File: src/rtl/balance_db_arbiter.sv
`default_nettype none
// ============================================================================
// Module      : balance_db_arbiter
// Description : Round-robin arbiter running atomic balance read-modify-write
//               transactions on a single-port account memory.
// Revision    : 1.0 - initial release
// ============================================================================
module balance_db_arbiter #(
  parameter int NUM_REQ = 4,
  parameter int NUM_ACC = 10,
  parameter int BAL_W   = 14
) (
  input  logic                     clk,
  input  logic                     rst,
  input  logic [NUM_REQ-1:0]       req,
  input  logic [2*NUM_REQ-1:0]     op,
  input  logic [4*NUM_REQ-1:0]     acc_idx,
  input  logic [BAL_W*NUM_REQ-1:0] amount,
  output logic [NUM_REQ-1:0]       grant,
  output logic [NUM_REQ-1:0]       done,
  output logic [BAL_W-1:0]         result_balance,
  output logic                     result_success,
  output logic                     busy,
  output logic                     mem_re,
  output logic                     mem_we,
  output logic [3:0]               mem_addr,
  output logic [BAL_W-1:0]         mem_wdata,
  input  logic [BAL_W-1:0]         mem_rdata
);

  localparam int IW = (NUM_REQ > 1) ? $clog2(NUM_REQ) : 1;

  localparam logic [1:0] c_ST_IDLE = 2'd0;
  localparam logic [1:0] c_ST_RD   = 2'd1;
  localparam logic [1:0] c_ST_EXEC = 2'd2;
  localparam logic [1:0] c_ST_DONE = 2'd3;

  localparam logic [1:0] c_OP_BAL = 2'd0;
  localparam logic [1:0] c_OP_WD  = 2'd1;
  localparam logic [1:0] c_OP_DEP = 2'd2;
  localparam logic [1:0] c_OP_RSV = 2'd3;

  localparam logic [4:0]    c_NUM_ACC  = 5'(NUM_ACC);
  localparam logic [IW-1:0] c_LAST_RST = IW'(NUM_REQ - 1);
  localparam logic [IW:0]   c_NREQ_W   = (IW+1)'(NUM_REQ);

  logic [1:0]         r_state;
  logic [IW-1:0]      r_last;
  logic [NUM_REQ-1:0] r_grant;
  logic [1:0]         r_op;
  logic [3:0]         r_acc;
  logic [BAL_W-1:0]   r_amt;
  logic [BAL_W-1:0]   r_res_bal;
  logic               r_res_ok;

  logic               w_found;
  logic [IW-1:0]      w_sel;
  logic [IW:0]        w_cand;
  logic [1:0]         w_sel_op;
  logic [3:0]         w_sel_acc;
  logic [BAL_W-1:0]   w_sel_amt;
  logic [NUM_REQ-1:0] w_onehot;
  logic [BAL_W:0]     w_sum;
  logic [BAL_W-1:0]   w_exec_bal;
  logic               w_exec_ok;
  logic               w_exec_wr;
  logic               w_acc_ok;

  // Circular search starting just after the last owner.
  always_comb begin
    w_found = 1'b0;
    w_sel   = '0;
    w_cand  = '0;
    for (int k = 1; k <= NUM_REQ; k++) begin
      w_cand = {1'b0, r_last} + (IW+1)'(k);
      if (w_cand >= c_NREQ_W) w_cand = w_cand - c_NREQ_W;
      if (!w_found && req[w_cand[IW-1:0]]) begin
        w_found = 1'b1;
        w_sel   = w_cand[IW-1:0];
      end
    end
  end

  always_comb begin
    w_sel_op  = '0;
    w_sel_acc = '0;
    w_sel_amt = '0;
    w_onehot  = '0;
    for (int i = 0; i < NUM_REQ; i++) begin
      if (w_sel == IW'(i)) begin
        w_sel_op    = op[2*i +: 2];
        w_sel_acc   = acc_idx[4*i +: 4];
        w_sel_amt   = amount[BAL_W*i +: BAL_W];
        w_onehot[i] = 1'b1;
      end
    end
  end

  assign w_sum    = {1'b0, mem_rdata} + {1'b0, r_amt};
  assign w_acc_ok = ({1'b0, r_acc} < c_NUM_ACC) && (r_op != c_OP_RSV);

  // Failed operations report the unchanged balance read from memory.
  always_comb begin
    w_exec_bal = mem_rdata;
    w_exec_ok  = 1'b0;
    w_exec_wr  = 1'b0;
    case (r_op)
      c_OP_BAL: w_exec_ok = 1'b1;
      c_OP_WD: begin
        if (r_amt <= mem_rdata) begin
          w_exec_bal = mem_rdata - r_amt;
          w_exec_ok  = 1'b1;
          w_exec_wr  = 1'b1;
        end
      end
      c_OP_DEP: begin
        if (!w_sum[BAL_W]) begin
          w_exec_bal = w_sum[BAL_W-1:0];
          w_exec_ok  = 1'b1;
          w_exec_wr  = 1'b1;
        end
      end
      default: w_exec_ok = 1'b0;
    endcase
  end

  always_ff @(posedge clk) begin
    if (rst) begin
      r_state   <= c_ST_IDLE;
      r_last    <= c_LAST_RST;
      r_grant   <= '0;
      r_op      <= '0;
      r_acc     <= '0;
      r_amt     <= '0;
      r_res_bal <= '0;
      r_res_ok  <= 1'b0;
    end else begin
      case (r_state)
        c_ST_IDLE: begin
          if (w_found) begin
            r_op    <= w_sel_op;
            r_acc   <= w_sel_acc;
            r_amt   <= w_sel_amt;
            r_grant <= w_onehot;
            r_last  <= w_sel;
            r_state <= c_ST_RD;
          end
        end
        c_ST_RD: begin
          if (w_acc_ok) begin
            r_state <= c_ST_EXEC;
          end else begin
            r_res_bal <= '0;
            r_res_ok  <= 1'b0;
            r_state   <= c_ST_DONE;
          end
        end
        c_ST_EXEC: begin
          r_res_bal <= w_exec_bal;
          r_res_ok  <= w_exec_ok;
          r_state   <= c_ST_DONE;
        end
        default: begin
          r_grant <= '0;
          r_state <= c_ST_IDLE;
        end
      endcase
    end
  end

  // Strobes are gated by rst so an aborted transaction never touches memory.
  assign mem_re         = (r_state == c_ST_RD) && w_acc_ok && !rst;
  assign mem_we         = (r_state == c_ST_EXEC) && w_exec_wr && !rst;
  assign mem_addr       = ((r_state == c_ST_RD) || (r_state == c_ST_EXEC)) ? r_acc : 4'd0;
  assign mem_wdata      = mem_we ? w_exec_bal : '0;
  assign done           = ((r_state == c_ST_DONE) && !rst) ? r_grant : '0;
  assign grant          = r_grant;
  assign busy           = (r_state != c_ST_IDLE);
  assign result_balance = r_res_bal;
  assign result_success = r_res_ok;

endmodule
`default_nettype wire

File: config.mk
export PLATFORM = sky130hd
export DESIGN_NAME = balance_db_arbiter
export DESIGN_NICKNAME = d
export VERILOG_FILES = /design/src/rtl/balance_db_arbiter.sv
export SDC_FILE = /design/constraint.sdc
export NUM_CORES = 1
export LEC_CHECK = 0
export ABC_AREA = 1
export BUFFER_PORTS_ARGS = -buffer_cell sky130_fd_sc_hd__buf_2
export CAP_MARGIN = 20
export CORE_AREA = 2 2 116 118
export CTS_BUF_LIST = sky130_fd_sc_hd__clkbuf_4
export DETAILED_ROUTE_END_ITERATION = 10
export DIE_AREA = 0 0 118 120
export HOLD_SLACK_MARGIN = 0.05
export PLACE_DENSITY = 0.6
export SLEW_MARGIN = 30
export SYNTH_ARGS = -nofsm -noshare
export SYNTH_HDL_FRONTEND = slang
export SYNTH_SLANG_ARGS = --single-unit
File: constraint.sdc
create_clock -name clk -period 4.35 [get_ports clk]
set_clock_uncertainty 0.15 [all_clocks]
set_input_delay 0.435 -clock clk [delete_from_list [all_inputs] [get_ports clk]]
set_output_delay 0.435 -clock clk [all_outputs]
set_load 0.01 [all_outputs]
# --- Word-level counts from Yosys, hierarchy flattened ---
# Index checks and enable logic that the tools add are counted.
classes:
  bitwise_logic: 1
  muxes: 55
  order_cmp: 10
  n_eq_ne: 11
  add_sub_neg: 10
  n_reduce_logical: 23
ops:
  columns: ["operator", "n"]
  rows:
  - ["$mux 14", 8]
  - ["$pmux 14 s2", 2]
  - ["$mux 4", 7]
  - ["$mux 2", 13]
  - ["$mux 1", 16]
  - ["$add 14x14->15", 1]
  - ["$le 14x14->1", 1]
  - ["$sub 14x14->14", 1]
  - ["$ge 3x3->1 const B", 4]
  - ["$lt 2x3->1 const B", 4]
  - ["$eq 2x2->1 const B", 5]
  - ["$logic_and 1x1->1", 9]
  - ["$bmux 1 s2", 4]
  - ["$pmux 4 s2", 1]
  - ["$sub 2x1->2 const B", 4]
  - ["$add 2x2->3 const B", 2]
  - ["$eq 2x1->1 const B", 3]
  - ["$logic_not 2->1", 3]
  - ["$ne 2x2->1 const B", 3]
  - ["$pmux 2 s3", 1]
  - ["$reduce_and 2->1", 3]
  - ["$logic_not 1->1", 4]
  - ["$lt 4x4->1 const B", 1]
  - ["$pmux 1 s2", 2]
  - ["7 further kinds", 8]
totals:
  regBits: 43
  wordCells: 118
  out_inout_bits: 44

# --- Logic depth before layout (Yosys ltp) ---
logic_depth:
  depth_word: 20
  ltp_mapped: 17
  depth_no_buf: 15

# --- Least setup slack after synthesis ---
# No wires, ideal clock.
synth_timing:
  path_kind: "input to output"
  from: "in mem_rdata[0]"
  to: "out mem_wdata[10]"
  cell_stages: 13
  arrival_ns: 2.194
  setup_slack_ns: 1.571
  t_required_ns: 3.765
  path_cell_list: "inv_1 ha_1 fa_1 inv_1 nand3_1 nand2_1 nand2_1 nand3_2 nand2_2 o21ai_2 nand4_2 buf_2 nor2_1"
synth_between:
  elab_chain_cells: 6
  word_cells_on_any_way: 12
  cone_classes: "2 x add/sub; 1 x order compare; 7 x mux; 2 x reduce/logical"
synth_lines:
  columns: ["item", "line", "rtl"]
  rows:
  - ["start: declaration", "28", "input logic [BAL_W-1:0] mem_rdata"]
  - ["$add 14x14->15 / $le 14x14->1 (equally long branches)", "99, 110", null]
  - ["$mux 1, on equally long branches", "117, 110", null]
  - ["$pmux 1 s2", "107", "case (r_op)"]
  - ["$logic_and 1x1->1 (2 in a row)", "173", "assign mem_we = (r_state == c_ST_EXEC) && w_exec_wr && !rst;"]
  - ["$mux 14 *", "175", "assign mem_wdata = mem_we ? w_exec_bal : '0;"]
  - ["end: declaration", "27", "output logic [BAL_W-1:0] mem_wdata,"]
# Every way passes the cells marked *; elsewhere a longest branch is shown, timed or not.

# --- Worst setup path in the final report ---
layout_timing:
  from: "reg r_amt[11]"
  to: "out mem_wdata[0]"
layout_between:
  elab_chain_cells: 6
  word_cells_on_any_way: 11
  cone_classes: "1 x add/sub; 1 x order compare; 7 x mux; 2 x reduce/logical"
layout_lines:
  columns: ["item", "line", "rtl"]
  rows:
  - ["start: declaration", "52", "logic [BAL_W-1:0] r_amt;"]
  - ["start signal: assignment", "143", "r_amt <= w_sel_amt;"]
  - ["$add 14x14->15 / $le 14x14->1 (equally long branches)", "99, 110", null]
  - ["$mux 1, on equally long branches", "117, 110", null]
  - ["$pmux 1 s2", "107", null]
  - ["$logic_and 1x1->1 (2 in a row)", "173", null]
  - ["$mux 14 *", "175", null]
# Marks and branches as above.

==> impl_metrics.tcl <==
set metrics [dict create \
    worstSetupStartpoint "r_amt[11]" \
    synth_area_per_cell_um2 5.74 \
    rows 42 \
    h-tree-depth 2 \
    fmax_ghz 0.261 \
    cts_sinks 43 \
    io_pins 144 \
    tritoncts "built" \
    diodes 0 \
    start_util_pct 39.0 \
    crit_fanout 21 \
    cpMaxStageDelayCell "dfxtp_1" \
    synthDistinctLibCells 40 \
    drt_iter0_drc 290 \
    drc_errors 0 \
    critical-path-max-stage-delay_ns 0.44 \
    power_uw 3640 \
    status "completed" \
    critPathTopFamily "simple AND/OR/NAND/NOR gates" \
    synth_area_um2 5060 \
    placed_cells 1165 \
    yosys-top-cells-area "nand2_1 (19%), dfxtp_1 (17%), nand3_1 (12%)" \
    cts_setup_buffers 0 \
    grt-ovfl-total 0 \
    min_period_ns 3.83 \
    slew_headroom_pct 55.3 \
    min_from "amount[14]" \
    yosysSeqAreaShare_pct 17.0 \
    slew_violations 0 \
    cts_root_buf "clkbuf_4" \
    postCtsHoldBufs 0 \
    synthCells 882 \
    grt_pass1_wl_um 26600 \
    synth_top_area_share_pct 18.8 \
    track_usage_pct 23.0 \
    nNetsFinal 1134 \
    antenna_found_initial 0 \
    syn2layout_area_growth_pct 16.3 \
    path_common_cell "inv_1" \
    synth_top_area_cell "nand2_1" \
    timing_worst_setup_path_type "register to output pin" \
    dpl.hpwl_um 13300 \
    final-setup-viol-count 0 \
    routabilityCongestion 0.973 \
    n_fill_cell 1493 \
    ys_warn_count 0 \
    synth-async-reset-ratio_pct 0 \
    cp-end-kind "output pin" \
    worstMarginPinSlew_ns 0.668 \
    core_area_um2 13000 \
    vdd_drop_max_mv 0.520 \
    worstPathArrival_ns 3.24 \
    cts.repair.resized 0 \
    crit_required_ns 3.76 \
    setup.worst_path.start_class "register" \
    ys_seq_elements 43 \
    finalHoldViolCount 0 \
    cp_cell_sequence "inv_1 -> ha_1 -> nand2_1 -> nor2_1 -> inv_1 -> nor2_2 -> nand3_1 -> nand3_2 -> nand2_2 -> o21ai_2 -> nand4_2 -> a21oi_1 -> buf_2" \
    finalCritPeriodShare_pct 88.0 \
    maxCapViolCount 0 \
    hold_path.class "input pin to register" \
    routed_wirelength_um 16100 \
    wl_per_cell_um 13.7 \
    die_w_um 118 \
    synth_fp_nets 1020 \
    fin_util_pct 45.4 \
    cts_inserted_buffers 5 \
    clk_latency_ns 0.38 \
    drt-vias-per-instance 4.99 \
    cts.clk_slew.worst_paths_ns 0.14 \
    tns_ns 0 \
    p_leak_uw 0.00314 \
    firstDrtPassIters 5 \
    port_buffers 143 \
    stdcell_count 1173 \
    clock_path_buffers 2 \
    dieArea_um2 14200 \
    via_count 5858 \
    synth_edf_count 0 \
    grt_pass1_vias 5604 \
    worst_r2r_startpoint "r_last[0]" \
    die_h_um 120 \
    final_antenna_net_count 0 \
    p_per_area_nw_per_um2 618 \
    cp_num_buf_inv 3 \
    drive_gt1_share_pct 19.8 \
    grt_max_degree 45 \
    ys.flop_type "dfxtp_1" \
    rsz0062_at_grt "no" \
]
routing by layer:
metal,GRT usage (%),vias to the layer above,part of all wire (%)
li1,-,3089,-
met1,28.0,2584,45
met2,41.8,163,48
met3,3.04,22,5.0
met4,7.08,0,2.6
met5,0,-,0
tightest hold or removal path: cells and delay by family:
family | cells | cell delay [ns]
buffers and inverters | 1 | 0.07
and+or+nand+nor | 4 | 0.23
final cells by class:
type | count | area, µm² | area share [%]
clock inverters | 3 | 23.8 | 0.404
repair buffers | 149 | 761 | 12.9
flip-flops and latches | 43 | 861 | 14.6
multi-input cells | 669 | 3500 | 59.4
clock buffers | 5 | 37.5 | 0.638
well taps | 176 | 220 | 3.74
inverters | 128 | 488 | 8.29
worst paths after layout:
kind                                      endpoint  slack, ns  cells after the start
worst max-delay path                  mem_wdata[0]       0.52                     13
worst min-delay path                      r_amt[0]       0.27                      5
worst max register to register           r_amt[13]       1.30                     14
worst min register to register  result_balance[11]       0.32                      2
state kept, by name, indices dropped and copies added, names as in the netlist:
register / cells
result_success: 1
r_last: 2
grant: 4
r_state: 2
r_acc: 4
result_balance: 14
r_amt: 14
r_op: 2
cell families after synthesis:
family | after synthesis | synth area share [%]
compound gates | 126 | 14.4
xor+xnor | 12 | 2.08
fa+ha+maj | 38 | 9.69
buf+inv | 170 | 14.0
flops | 43 | 17.0
simple gates | 493 | 42.8
cells in the mapped netlist, types with 2 or more instances:
library cell,count
a21oi_1,58
clkbuf_1,10
ha_1,36
o211ai_1,8
o21ai_1,4
nand3_1,126
inv_1,118
nand2_1,254
o21ai_0,32
buf_6,2
nand2_4,2
dfxtp_1,43
a21boi_1,2
nand4_1,33
nor2_1,58
fa_1,2
o32ai_1,3
o21bai_1,4
nand2_2,12
xor2_1,9
buf_2,24
nor3_1,3
xnor2_1,3
clkinv_1,2
buf_4,4
a21oi_2,11
inv_2,6
cell usage in the layout (no fill, tap or decap), drive strengths merged, types with 3 or more instances in the layout:
cell    synthesis  routed
nand2         268     268
nand4          34      34
o32ai           3       3
ha             36      36
o21bai          4       4
o211ai          8       8
dfxtp          43      43
nor2           60      60
nor3            3       3
inv           126     127
xnor2           3       3
xor2            9       9
a21oi          69      69
buf            31     149
clkbuf         11       5
a21boi          3       3
nand3         127     127
o21ai          37      37
power by group:
part	total [µW]	internal (µW)	switching, µW
combinational	2820	908	1910
clock	212	64.9	147
sequential	604	507	97.0
total	3640	1480	2160
per-stage QoR:
step / instance area [µm²] / worst slack [ns] / hold slack (ns)
after floorplan: 5060 / 1.57 / 0.307
after global placement: 5820 / 0.838 / 0.304
after detailed placement: 5830 / 0.731 / 0.304
after CTS: 5890 / 0.489 / 0.254
after global routing: 5890 / 0.108 / 0.279
final: 5890 / 0.522 / 0.271
Power figures use the tool's default switching activity.
